--- src/rtl/sha256_byte_packer.sv ---
// SHA-256 message packer: turns a byte stream into big-endian word writes for
// a 16-word block buffer, appends 0x80 / zero fill / 64-bit bit length, and
// signals each completed block to the compression stage.
module sha256_byte_packer #(
  parameter int LEN_W = 16
) (
  input  logic        CLK,
  input  logic        rst,
  input  logic [7:0]  in_data,
  input  logic        in_valid,
  input  logic        in_last,
  output logic        in_ready,
  input  logic        msg_empty,
  input  logic        buf_free,
  output logic        out_wr,
  output logic [3:0]  out_addr,
  output logic [3:0]  out_en,
  output logic [31:0] out_data,
  output logic        blk_done,
  output logic        msg_done,
  output logic        err
);

  typedef enum logic [2:0] {
    S_WAIT, S_DATA, S_PAD, S_ZF, S_LEN0, S_LEN1, S_BLK
  } state_t;

  state_t           state, state_nx;
  logic [5:0]       p, p_nx;
  logic [LEN_W-1:0] cnt, cnt_nx;
  // zero-fill pointer holds the last word written; 5'h1F means "start at word 0"
  logic [4:0]       zw, zw_nx, tgt, tgt_nx;
  logic             pend_pad, pend_pad_nx, pend_ovf, pend_ovf_nx;
  logic             last, last_nx, err_nx;
  logic             wr_nx, blk_nx, msg_nx;
  logic [3:0]       addr_nx, en_nx;
  logic [31:0]      data_nx;
  logic [4:0]       zw_inc;
  logic [63:0]      bitlen;

  // Lanes from the pad byte down to the least significant byte
  function automatic logic [3:0] pad_en(input logic [1:0] lane);
    return 4'b1111 >> lane;
  endfunction

  // 0x80 placed in the given lane, zeros in the lower lanes
  function automatic logic [31:0] pad_word(input logic [1:0] lane);
    return 32'h8000_0000 >> {lane, 3'b000};
  endfunction

  assign in_ready = (state == S_DATA);
  assign zw_inc   = zw + 5'd1;
  assign bitlen   = {{(61 - LEN_W){1'b0}}, cnt, 3'b000};

  // Next-state, counters and next registered outputs
  always_comb begin
    state_nx    = state;
    p_nx        = p;
    cnt_nx      = cnt;
    zw_nx       = zw;
    tgt_nx      = tgt;
    pend_pad_nx = pend_pad;
    pend_ovf_nx = pend_ovf;
    last_nx     = last;
    err_nx      = err;
    wr_nx       = 1'b0;
    addr_nx     = 4'd0;
    en_nx       = 4'd0;
    data_nx     = 32'd0;
    blk_nx      = 1'b0;
    msg_nx      = 1'b0;
    case (state)
      S_WAIT: begin
        if (msg_empty) pend_pad_nx = 1'b1;
        if (buf_free) begin
          if (pend_ovf) begin
            // second block of an overflowed pad: zero words 0..13 then length
            pend_ovf_nx = 1'b0;
            zw_nx       = 5'h1F;
            tgt_nx      = 5'd13;
            state_nx    = S_ZF;
          end else if (pend_pad || msg_empty) begin
            pend_pad_nx = 1'b0;
            state_nx    = S_PAD;
          end else begin
            state_nx = S_DATA;
          end
        end
      end
      S_DATA: begin
        if (in_valid) begin
          wr_nx   = 1'b1;
          addr_nx = p[5:2];
          en_nx   = 4'b1000 >> p[1:0];
          data_nx = {4{in_data}};
          p_nx    = p + 6'd1;
          cnt_nx  = cnt + LEN_W'(1);
          if (&cnt) err_nx = 1'b1;
          if (in_last) begin
            // last byte filling the block: pad goes into a fresh block
            if (&p) begin
              pend_pad_nx = 1'b1;
              state_nx    = S_BLK;
            end else begin
              state_nx = S_PAD;
            end
          end else if (&p) begin
            state_nx = S_BLK;
          end
        end else if (msg_empty && p == 6'd0) begin
          state_nx = S_PAD;
        end
      end
      S_PAD: begin
        wr_nx   = 1'b1;
        addr_nx = p[5:2];
        en_nx   = pad_en(p[1:0]);
        data_nx = pad_word(p[1:0]);
        zw_nx   = {1'b0, p[5:2]};
        if (p[5:2] <= 4'd13) begin
          tgt_nx = 5'd13;
        end else begin
          // no room for the length: finish this block with zeros
          tgt_nx      = 5'd15;
          pend_ovf_nx = 1'b1;
        end
        state_nx = S_ZF;
      end
      S_ZF: begin
        if (zw == tgt) begin
          state_nx = (tgt == 5'd13) ? S_LEN0 : S_BLK;
        end else begin
          wr_nx   = 1'b1;
          addr_nx = zw_inc[3:0];
          en_nx   = 4'hF;
          zw_nx   = zw_inc;
        end
      end
      S_LEN0: begin
        wr_nx    = 1'b1;
        addr_nx  = 4'd14;
        en_nx    = 4'hF;
        data_nx  = bitlen[63:32];
        state_nx = S_LEN1;
      end
      S_LEN1: begin
        wr_nx    = 1'b1;
        addr_nx  = 4'd15;
        en_nx    = 4'hF;
        data_nx  = bitlen[31:0];
        last_nx  = 1'b1;
        state_nx = S_BLK;
      end
      S_BLK: begin
        blk_nx = 1'b1;
        msg_nx = last;
        if (last) begin
          cnt_nx  = '0;
          p_nx    = 6'd0;
          last_nx = 1'b0;
        end
        state_nx = S_WAIT;
      end
      default: state_nx = S_WAIT;
    endcase
  end

  // Registered state and outputs (one cycle behind the decision)
  always_ff @(posedge CLK) begin
    if (rst) begin
      state    <= S_WAIT;
      p        <= 6'd0;
      cnt      <= '0;
      zw       <= 5'd0;
      tgt      <= 5'd0;
      pend_pad <= 1'b0;
      pend_ovf <= 1'b0;
      last     <= 1'b0;
      err      <= 1'b0;
      out_wr   <= 1'b0;
      out_addr <= 4'd0;
      out_en   <= 4'd0;
      out_data <= 32'd0;
      blk_done <= 1'b0;
      msg_done <= 1'b0;
    end else begin
      state    <= state_nx;
      p        <= p_nx;
      cnt      <= cnt_nx;
      zw       <= zw_nx;
      tgt      <= tgt_nx;
      pend_pad <= pend_pad_nx;
      pend_ovf <= pend_ovf_nx;
      last     <= last_nx;
      err      <= err_nx;
      out_wr   <= wr_nx;
      out_addr <= addr_nx;
      out_en   <= en_nx;
      out_data <= data_nx;
      blk_done <= blk_nx;
      msg_done <= msg_nx;
    end
  end

endmodule

--- config.mk ---
export PLATFORM = sky130hd
export DESIGN_NAME = sha256_byte_packer
export DESIGN_NICKNAME = d
export VERILOG_FILES = /design/src/rtl/sha256_byte_packer.sv
export SDC_FILE = /design/constraint.sdc
export NUM_CORES = 1
export LEC_CHECK = 0
export ABC_AREA = 1
export BUFFER_PORTS_ARGS = -buffer_cell sky130_fd_sc_hd__buf_2
export CAP_MARGIN = 20
export CORE_AREA = 4 4 98 82
export DETAILED_ROUTE_END_ITERATION = 8
export DIE_AREA = 0 0 102 86
export PLACE_DENSITY = 0.73
export SYNTH_ARGS = -nofsm -noshare
export SYNTH_HDL_FRONTEND = slang
export SYNTH_SLANG_ARGS = --single-unit
--- constraint.sdc ---
create_clock -name CLK -period 1.35 [get_ports CLK]
set_clock_uncertainty 0.05 [all_clocks]
set_input_delay 0.135 -clock CLK [delete_from_list [all_inputs] [get_ports CLK]]
set_output_delay 0.135 -clock CLK [all_outputs]
set_load 0.02 [all_outputs]
==> load_flow_metrics.sql, run 1 <==
INSERT INTO impl_metrics (metric_group, metric, value, unit) VALUES
('status', 'outcome', 'finished, violations left', ''),
('status', 'failed_checks', 'negative setup slack', ''),
('sta', 'slew_headroom', '66.3', '%'),
('placement', 'dp_hpwl', '6.84', 'mm'),
('sta', 'grt_setup_unrepaired', 'true', ''),
('floorplan', 'die_height', '86', 'µm'),
('routing', 'drt_drc_violations_left', '0', ''),
('placement', 'dp_cells', '674', ''),
('cells_and_area', 'fraction_of_layout_cells_with_a_size_suffix_above_1', '50.2', '%'),
('floorplan', 'area_of_the_core', '7150', 'µm²'),
('pwr', 'totalPowerFinal', '0.00921', 'W'),
('cells_and_area', 'finalNetCount', '659', ''),
('cells_and_area', 'layoutNonFillerInstCount', '731', ''),
('global_routing', 'grt_pass1_vias', '3665', ''),
('synth', 'postSynthNetCount', '505', ''),
('synth', 'synthesis.area', '3430', 'µm²'),
('global_routing', 'grt_pass1_wl', '17.2', 'mm'),
('global_routing', 'grt_antenna_before_repair', '0', ''),
('worst_hold_path', 'hold_path_depth', '3', ''),
('floorplan', 'initial_utilization', '48.0', '%'),
('pwr', 'p_leak', '2.48', 'nW'),
('worst_hold_path', 'hold_path_class', 'in2reg', ''),
('cts', 'root_buffer', 'sky130_fd_sc_hd__clkbuf_8', ''),
('cts', 'clkTransAtPathRegs', '0.08', 'ns'),
('pwr', 'cell_pwr_density', '1650', 'nW/µm²'),
('sta', 'finalCriticalPeriod', '1.53', 'ns'),
('synth', 'synthMostInstantiatedCell', 'sky130_fd_sc_hd__nand2_1', ''),
('cts', 'cts_tree', 'built', ''),
('global_routing', 'grt.overflow.total', '0', ''),
('synth', 'post_synthesis_register_bit_count', '72', ''),
('synth', 'synth.cells.most_frequent', '114 x sky130_fd_sc_hd__nand2_1, 72 x sky130_fd_sc_hd__dfxtp_1, 66 x sky130_fd_sc_hd__nor2_1, 57 x sky130_fd_sc_hd__inv_1, 34 x sky130_fd_sc_hd__a21oi_1', ''),
('floorplan', 'die_w', '102', 'µm'),
('setup_path', 'worst_path_most_repeated_cell', 'sky130_fd_sc_hd__buf_6', ''),
('global_routing', 'grt_start_max_net_pins', '35', ''),
('cells_and_area', 'fillerInstances', '410', ''),
('pwr', 'irDropWorstVdd', '1.05', 'mV'),
('worst_hold_path', 'min-delay-start', 'in_data[7]', ''),
('setup_path', 'timing.critical_path.from_type', 'flop', ''),
('synth', 'synth_flop_type', 'sky130_fd_sc_hd__dfxtp_1', ''),
('synth', 'synth_cell_type_count', '34', ''),
('cts', 'cts_max_level', '3', ''),
('synth', 'area_contributors_post_synth', 'sky130_fd_sc_hd__dfxtp_1 42%, sky130_fd_sc_hd__nand2_1 12%, sky130_fd_sc_hd__nor2_1 7.2%', ''),
('cts', 'ctsLongestPathBuffers', '2', ''),
('setup_path', 'ff2ff_setup_slack', '-0.18', 'ns'),
('floorplan', 'num_rows', '28', ''),
('floorplan', 'die_area', '8770', 'µm²'),
('synth', 'synth_top_cell_area_share', '42.0', '%'),
('sta', 'post-route-worst-setup-slack', '-0.177', 'ns'),
('sta', 'maxSlewViolCount', '0', ''),
('synth', 'synth_edf_count', '0', ''),
('setup_path', 'worst-path-max-fanout', '6', ''),
('routing', 'drtIter0Drc', '375', ''),
('routing', 'routed-via-count', '4192', ''),
('routing', 'vias_per_cell', '5.73', ''),
('cts', 'numClockSinks', '72', ''),
('floorplan', 'io_pins', '59', ''),
('setup_path', 'worst-endpoint-required', '1.59', 'ns'),
('sta', 'finalHoldViolations', '0', ''),
('placement', 'gp_routability_congestion', '0.948', ''),
('synth', 'asyncSetResetFlopFracSynth', '0', '%'),
('synth', 'netlist_instances', '482', ''),
('sta', 'fmax_achieved', '0.655', 'GHz'),
('flow_run', 'cap_violations', '0', ''),
('worst_hold_path', 'holdPathEnd', 'out_data[23]$_SDFF_PP0_', ''),
('setup_path', 'crit_type', 'reg2reg', ''),
('synth', 'avgSynthCellArea', '7.12', 'µm²'),
('global_routing', 'grt_util_all_layers', '25.2', '%'),
('setup_path', 'crit_path_max_incr_delay', '0.41', 'ns'),
('setup_path', 'r2r-end', 'err$_SDFFE_PP0P_', ''),
('sta', 'finalSetupViolCount', '57', ''),
('cts', 'insertion_delay', '0.37', 'ns');
worst max-delay path, delay by kind of cell, from the launching register on:
kind                   cells  cell delay [ns]
AND/OR/NAND/NOR            4             0.45
AO/OA/AOI/OAI              1             0.10
flip-flops                 1             0.41
buffers and inverters      3             0.44
final cells by class:
class	instances	area, µm²	area share [%]
tap	90	113	2.02
sequential	72	1480	26.5
multi-input combinational	331	2260	40.5
inverter	63	274	4.91
timing repair buffer	159	1210	21.8
clock buffer	11	153	2.74
clock inverter	5	85.1	1.53
state kept, by name (all words and copies together), names as in the netlist:
signal	count
out_data	25
cnt	16
p	6
zw	5
out_addr	4
out_en	4
state	3
tgt	2
blk_done	1
err	1
last	1
msg_done	1
out_wr	1
pend_ovf	1
pend_pad	1
kinds of logic after synthesis:
family / count (synthesis) / synth area share, %
adder cells (fa/ha/maj): 9 / 3.28
flip-flops: 72 / 42.0
AND/OR/NAND/NOR: 243 / 31.8
buffers and inverters: 81 / 10.4
AO/OA/AOI/OAI: 75 / 12.0
XOR/XNOR: 2 / 0.511
through the flow:
| step | hold slack (ns) | setup TNS (ns) | instance area [µm²] | utilization [%] |
|---|---|---|---|---|
| 2_1_floorplan | 0.249 | -0.0396 | 3450 | - |
| 5_1_grt | 0.0397 | -6.11 | 5580 | 78.0 |
| 3_5_place_dp | 0.353 | -3.84 | 4220 | 59.1 |
| 3_3_place_gp | 0.353 | -1.35 | 4220 | 59.1 |
| 6_report | 0.0383 | -4.28 | 5580 | 78.0 |
| 4_1_cts | 0.00860 | -0.703 | 4970 | 69.6 |
how the worst max path moves through the flow:
stage                                startpoint                    end  slack (ns)  depth (start not counted)
after floorplan           state[2]$_SDFFE_PP0P_      p[2]$_SDFFE_PP0P_       -0.02                          8
after global placement    state[0]$_SDFFE_PP0P_  state[2]$_SDFFE_PP0P_       -0.09                          8
after detailed placement  state[1]$_SDFFE_PP0P_    cnt[7]$_SDFFE_PP0P_       -0.18                          8
after CTS                 state[1]$_SDFFE_PP0P_               in_ready       -0.05                          4
after global routing      state[1]$_SDFFE_PP0P_      p[2]$_SDFFE_PP0P_       -0.25                          8
final                     state[1]$_SDFFE_PP0P_       err$_SDFFE_PP0P_       -0.18                          8
layer usage:
layer  wire length (µm)  track usage, %
met5                  0               0
met4                671            9.65
met3               1330            7.80
met2               6330            40.4
met1               5150            31.5
placed cells by master, fill, tap and decap left out, types with 8 or more instances in the layout:
cell type,synthesis,layout
sky130_fd_sc_hd__a21oi_1,34,18
sky130_fd_sc_hd__a21oi_2,0,16
sky130_fd_sc_hd__buf_2,4,57
sky130_fd_sc_hd__buf_4,8,71
sky130_fd_sc_hd__buf_6,2,19
sky130_fd_sc_hd__clkbuf_8,0,9
sky130_fd_sc_hd__dfxtp_1,72,55
sky130_fd_sc_hd__dfxtp_2,0,10
sky130_fd_sc_hd__inv_1,57,47
sky130_fd_sc_hd__nand2_1,114,90
sky130_fd_sc_hd__nand2_2,4,17
sky130_fd_sc_hd__nand2_4,3,12
sky130_fd_sc_hd__nand3_1,27,18
sky130_fd_sc_hd__nor2_1,66,42
sky130_fd_sc_hd__nor2_2,1,11
sky130_fd_sc_hd__nor2_4,4,18
sky130_fd_sc_hd__o21ai_2,0,8
power breakdown:
part	switching, W	internal, W	total (W)	leakage, nW
registers	0.000296	0.00243	0.00272	0.593
logic	0.00249	0.00194	0.00442	1.77
clock network	0.000899	0.00116	0.00206	0.115
timing repair:
| item | in CTS | in global routing |
|---|---|---|
| pin swaps | 27 | 37 |
| buffers inserted | 17 | 14 |
| gates resized for setup | 86 | 131 |
| hold buffers | 6 | 1 |
| gates cloned | 2 | 2 |
| setup endpoints to repair | 68 | 64 |
| endpoints found under the hold margin | 6 | 1 |
(Power assumes the default switching activity.)
==> run 2, diff against run 1 <==
==> constraint.sdc (replaced) <==
create_clock -name CLK -period 1.35 [get_ports CLK]
set_clock_uncertainty 0.05 [all_clocks]
set_input_delay 0.135 -clock CLK [delete_from_list [all_inputs] [get_ports CLK]]
set_output_delay 0.135 -clock CLK [all_outputs]
set_load 0.005 [all_outputs]
==> load_flow_metrics.sql, run 2 (same netlist as run 1, synthesis figures left out) <==
INSERT INTO impl_metrics (metric_group, metric, value, unit) VALUES
('status', 'outcome', 'finished, violations left', ''),
('status', 'failed_checks', 'negative setup slack', ''),
('sta', 'finalHoldViolations', '0', ''),
('flow_run', 'cap_violations', '0', ''),
('global_routing', 'grt_pass1_wl', '16.4', 'mm'),
('floorplan', 'die_w', '102', 'µm'),
('global_routing', 'grt_use_met2', '36.3', '%'),
('cells_and_area', 'fraction_of_layout_cells_with_a_size_suffix_above_1', '48.7', '%'),
('setup_path', 'worst_path_most_repeated_cell', 'sky130_fd_sc_hd__buf_12', ''),
('floorplan', 'area_of_the_core', '7150', 'µm²'),
('pwr', 'irDropWorstVdd', '0.775', 'mV'),
('sta', 'fmax_achieved', '0.670', 'GHz'),
('setup_path', 'crit_path_max_incr_delay', '0.39', 'ns'),
('floorplan', 'io_pins', '59', ''),
('cells_and_area', 'n_antenna_cell', '0', ''),
('pwr', 'seqPwrFrac', '32.3', '%'),
('pwr', 'cell_pwr_density', '1520', 'nW/µm²'),
('global_routing', 'global_routing_s_busiest_layer', 'met2', ''),
('pwr', 'p_leak', '2.47', 'nW'),
('setup_path', 'worst-endpoint-required', '1.61', 'ns'),
('sta', 'slew_headroom', '69.2', '%'),
('cells_and_area', 'finish.utilization', '75.9', '%'),
('setup_path', 'worst_path_max_delay_cell', 'sky130_fd_sc_hd__dfxtp_4', ''),
('routing', 'final_antenna_net_count', '0', ''),
('pwr', 'switching_share', '40.8', '%'),
('cts', 'numClockSinks', '72', ''),
('global_routing', 'grt_pass1_vias', '3447', ''),
('routing', 'vias_per_cell', '5.47', ''),
('global_routing', 'grt.overflow.total', '0', ''),
('setup_path', 'crit_type', 'reg2reg', ''),
('global_routing', 'grt.met3_usage', '6.50', '%'),
('cts', 'root_buffer', 'sky130_fd_sc_hd__clkbuf_8', ''),
('placement', 'dp_cells', '674', ''),
('setup_path', 'crit_family', 'simple AND/OR/NAND/NOR gates', ''),
('setup_path', 'timing.critical_path.from_type', 'flop', ''),
('sta', 'maxSlewViolCount', '0', ''),
('cts', 'cts_max_level', '3', ''),
('routing', 'detail_route.wl_per_cell', '16.9', 'µm'),
('cells_and_area', 'layoutNonFillerInstCount', '718', ''),
('cells_and_area', 'top_regs', 'out_data (25), cnt (16), p (6)', ''),
('sta', 'finalCriticalPeriod', '1.49', 'ns'),
('setup_path', 'arrival', '1.75', 'ns'),
('sta', 'tightest_slew', '0.462', 'ns'),
('sta', 'fin_crit_sh', '111', '%'),
('cts', 'insertion_delay', '0.37', 'ns'),
('setup_path', 'crit_chain', 'inv_6, nand3_4, nor2_4, buf_12, buf_12, nand2_4, o211ai_1, nand2_1, inv_1', ''),
('placement', 'placement.io_buffers', '58', ''),
('routing', 'drtIter0Drc', '353', ''),
('global_routing', 'grt_start_max_net_pins', '35', ''),
('worst_hold_path', 'hold_path_class', 'in2reg', ''),
('cts', 'numCtsBuffers', '9', ''),
('cells_and_area', 'largest_register_ffs', '25', ''),
('sta', 'post-route-worst-setup-slack', '-0.143', 'ns'),
('cts', 'clkTransAtPathRegs', '0.08', 'ns'),
('cts', 'ctsLongestPathBuffers', '2', ''),
('cells_and_area', 'top_register', 'out_data', ''),
('routing', 'dr.pass1.iters', '5', ''),
('routing', 'routed-via-count', '3929', ''),
('setup_path', 'timing.critical_path.buf_inv', '4', ''),
('routing', 'drt_drc_violations_left', '0', ''),
('sta', 'finalSetupViolCount', '44', ''),
('floorplan', 'initial_utilization', '48.0', '%'),
('cells_and_area', 'syn2layout_area_growth', '58.2', '%'),
('pwr', 'power_frac_comb', '48.2', '%'),
('placement', 'dp_hpwl', '7.07', 'mm'),
('global_routing', 'global_route.usage.met1', '32.1', '%'),
('pwr', 'p_int', '0.00489', 'W'),
('cells_and_area', 'most_common_cell_after_layout_fill_and_taps_aside', 'sky130_fd_sc_hd__nand2_1', ''),
('global_routing', 'grt_antenna_before_repair', '0', ''),
('setup_path', 'worst-path-max-fanout', '6', ''),
('cells_and_area', 'finalNetCount', '646', ''),
('placement', 'gp_routability_congestion', '0.921', ''),
('setup_path', 'end_kind', 'flop', ''),
('sta', 'grt_setup_unrepaired', 'true', ''),
('floorplan', 'die_area', '8770', 'µm²'),
('routing', 'totalWireLength', '12.1', 'mm'),
('floorplan', 'num_rows', '28', ''),
('pwr', 'switching_power', '0.00336', 'W'),
('floorplan', 'die_height', '86', 'µm'),
('global_routing', 'grt_util_all_layers', '23.3', '%'),
('cts', 'cts_tree', 'built', ''),
('pwr', 'clock_power_share', '19.5', '%'),
('cells_and_area', 'final_cell_mix', '89 x sky130_fd_sc_hd__nand2_1, 65 x sky130_fd_sc_hd__buf_4, 57 x sky130_fd_sc_hd__buf_2, 56 x sky130_fd_sc_hd__dfxtp_1, 48 x sky130_fd_sc_hd__inv_1', '');
[run 2: changes by cell type in the layout (fill, tap and decap cells not counted), sizes merged]
cell | before | now
bufinv | 2 | 0
clkbuf | 12 | 10
clkinv | 1 | 4
buf | 151 | 138
inv | 64 | 65
[run 2: power groups by stage]
stage	clock network, W	logic, W	registers [W]
after floorplan	0	0.00152	0.00264
after global placement	0	0.00261	0.00262
after detailed placement	0	0.00264	0.00262
after CTS	0.00160	0.00301	0.00261
after global routing	0.00172	0.00426	0.00270
final	0.00161	0.00397	0.00266
[run 2: what timing repair did]
item / CTS / global route
hold endpoints to repair: 3 / 7
hold buffers: 3 / 4
resized for setup: 64 / 146
setup buffers: 6 / 12
pin swaps: 12 / 41
endpoints found under the setup margin: 63 / 64
gates cloned: 0 / 3
[run 2: final timing paths]
check,from,endpoint,slack [ns],cells after the start
worst max-delay path,state[1]$_SDFFE_PP0P_,out_data[7]$_SDFF_PP0_,-0.14,9
worst min-delay path,in_data[7],out_data[31]$_SDFF_PP0_,0.04,3
worst max register to register,state[1]$_SDFFE_PP0P_,out_data[7]$_SDFF_PP0_,-0.14,9
worst min register to register,pend_pad$_SDFFE_PP0P_,pend_pad$_SDFFE_PP0P_,0.43,2
[run 2: layout make-up]
| class | instances | area (µm²) |
|---|---|---|
| clock buffer | 9 | 124 |
| clock inverter | 7 | 56.3 |
| fill | 422 | 1720 |
| inverter | 63 | 262 |
| multi-input combinational | 331 | 2290 |
| sequential | 72 | 1480 |
| tap | 90 | 113 |
| timing repair buffer | 146 | 1100 |
[run 2: metrics by stage]
step | hold slack, ns | setup slack (ns) | TNS, ns | area (µm²) | total power (W)
after floorplan | 0.249 | 0.00435 | 0 | 3440 | 0.00416
after global routing | 0.0426 | -0.170 | -4.82 | 5430 | 0.00868
after CTS | 0.00211 | -0.0612 | -0.237 | 4650 | 0.00721
final | 0.0413 | -0.143 | -1.86 | 5430 | 0.00825
after detailed placement | 0.364 | -0.157 | -3.58 | 4220 | 0.00526
after global placement | 0.351 | -0.116 | -2.07 | 4220 | 0.00522
[run 2: metal layers]
| layer | wire length [µm] | vias up | share of wire (%) |
|---|---|---|---|
| met5 | 0 | - | 0 |
| met4 | 181 | 0 | 1.5 |
| met3 | 1150 | 21 | 9.5 |
| met2 | 5690 | 219 | 47 |
| met1 | 5090 | 1855 | 42 |
| li1 | - | 1834 | - |
[run 2: worst register-to-register path, delay by kind of cell (launching register included)]
family | cells | cell delay, ns
flip-flops | 1 | 0.39
AO/OA/AOI/OAI | 1 | 0.13
AND/OR/NAND/NOR | 4 | 0.45
buffers and inverters | 4 | 0.41
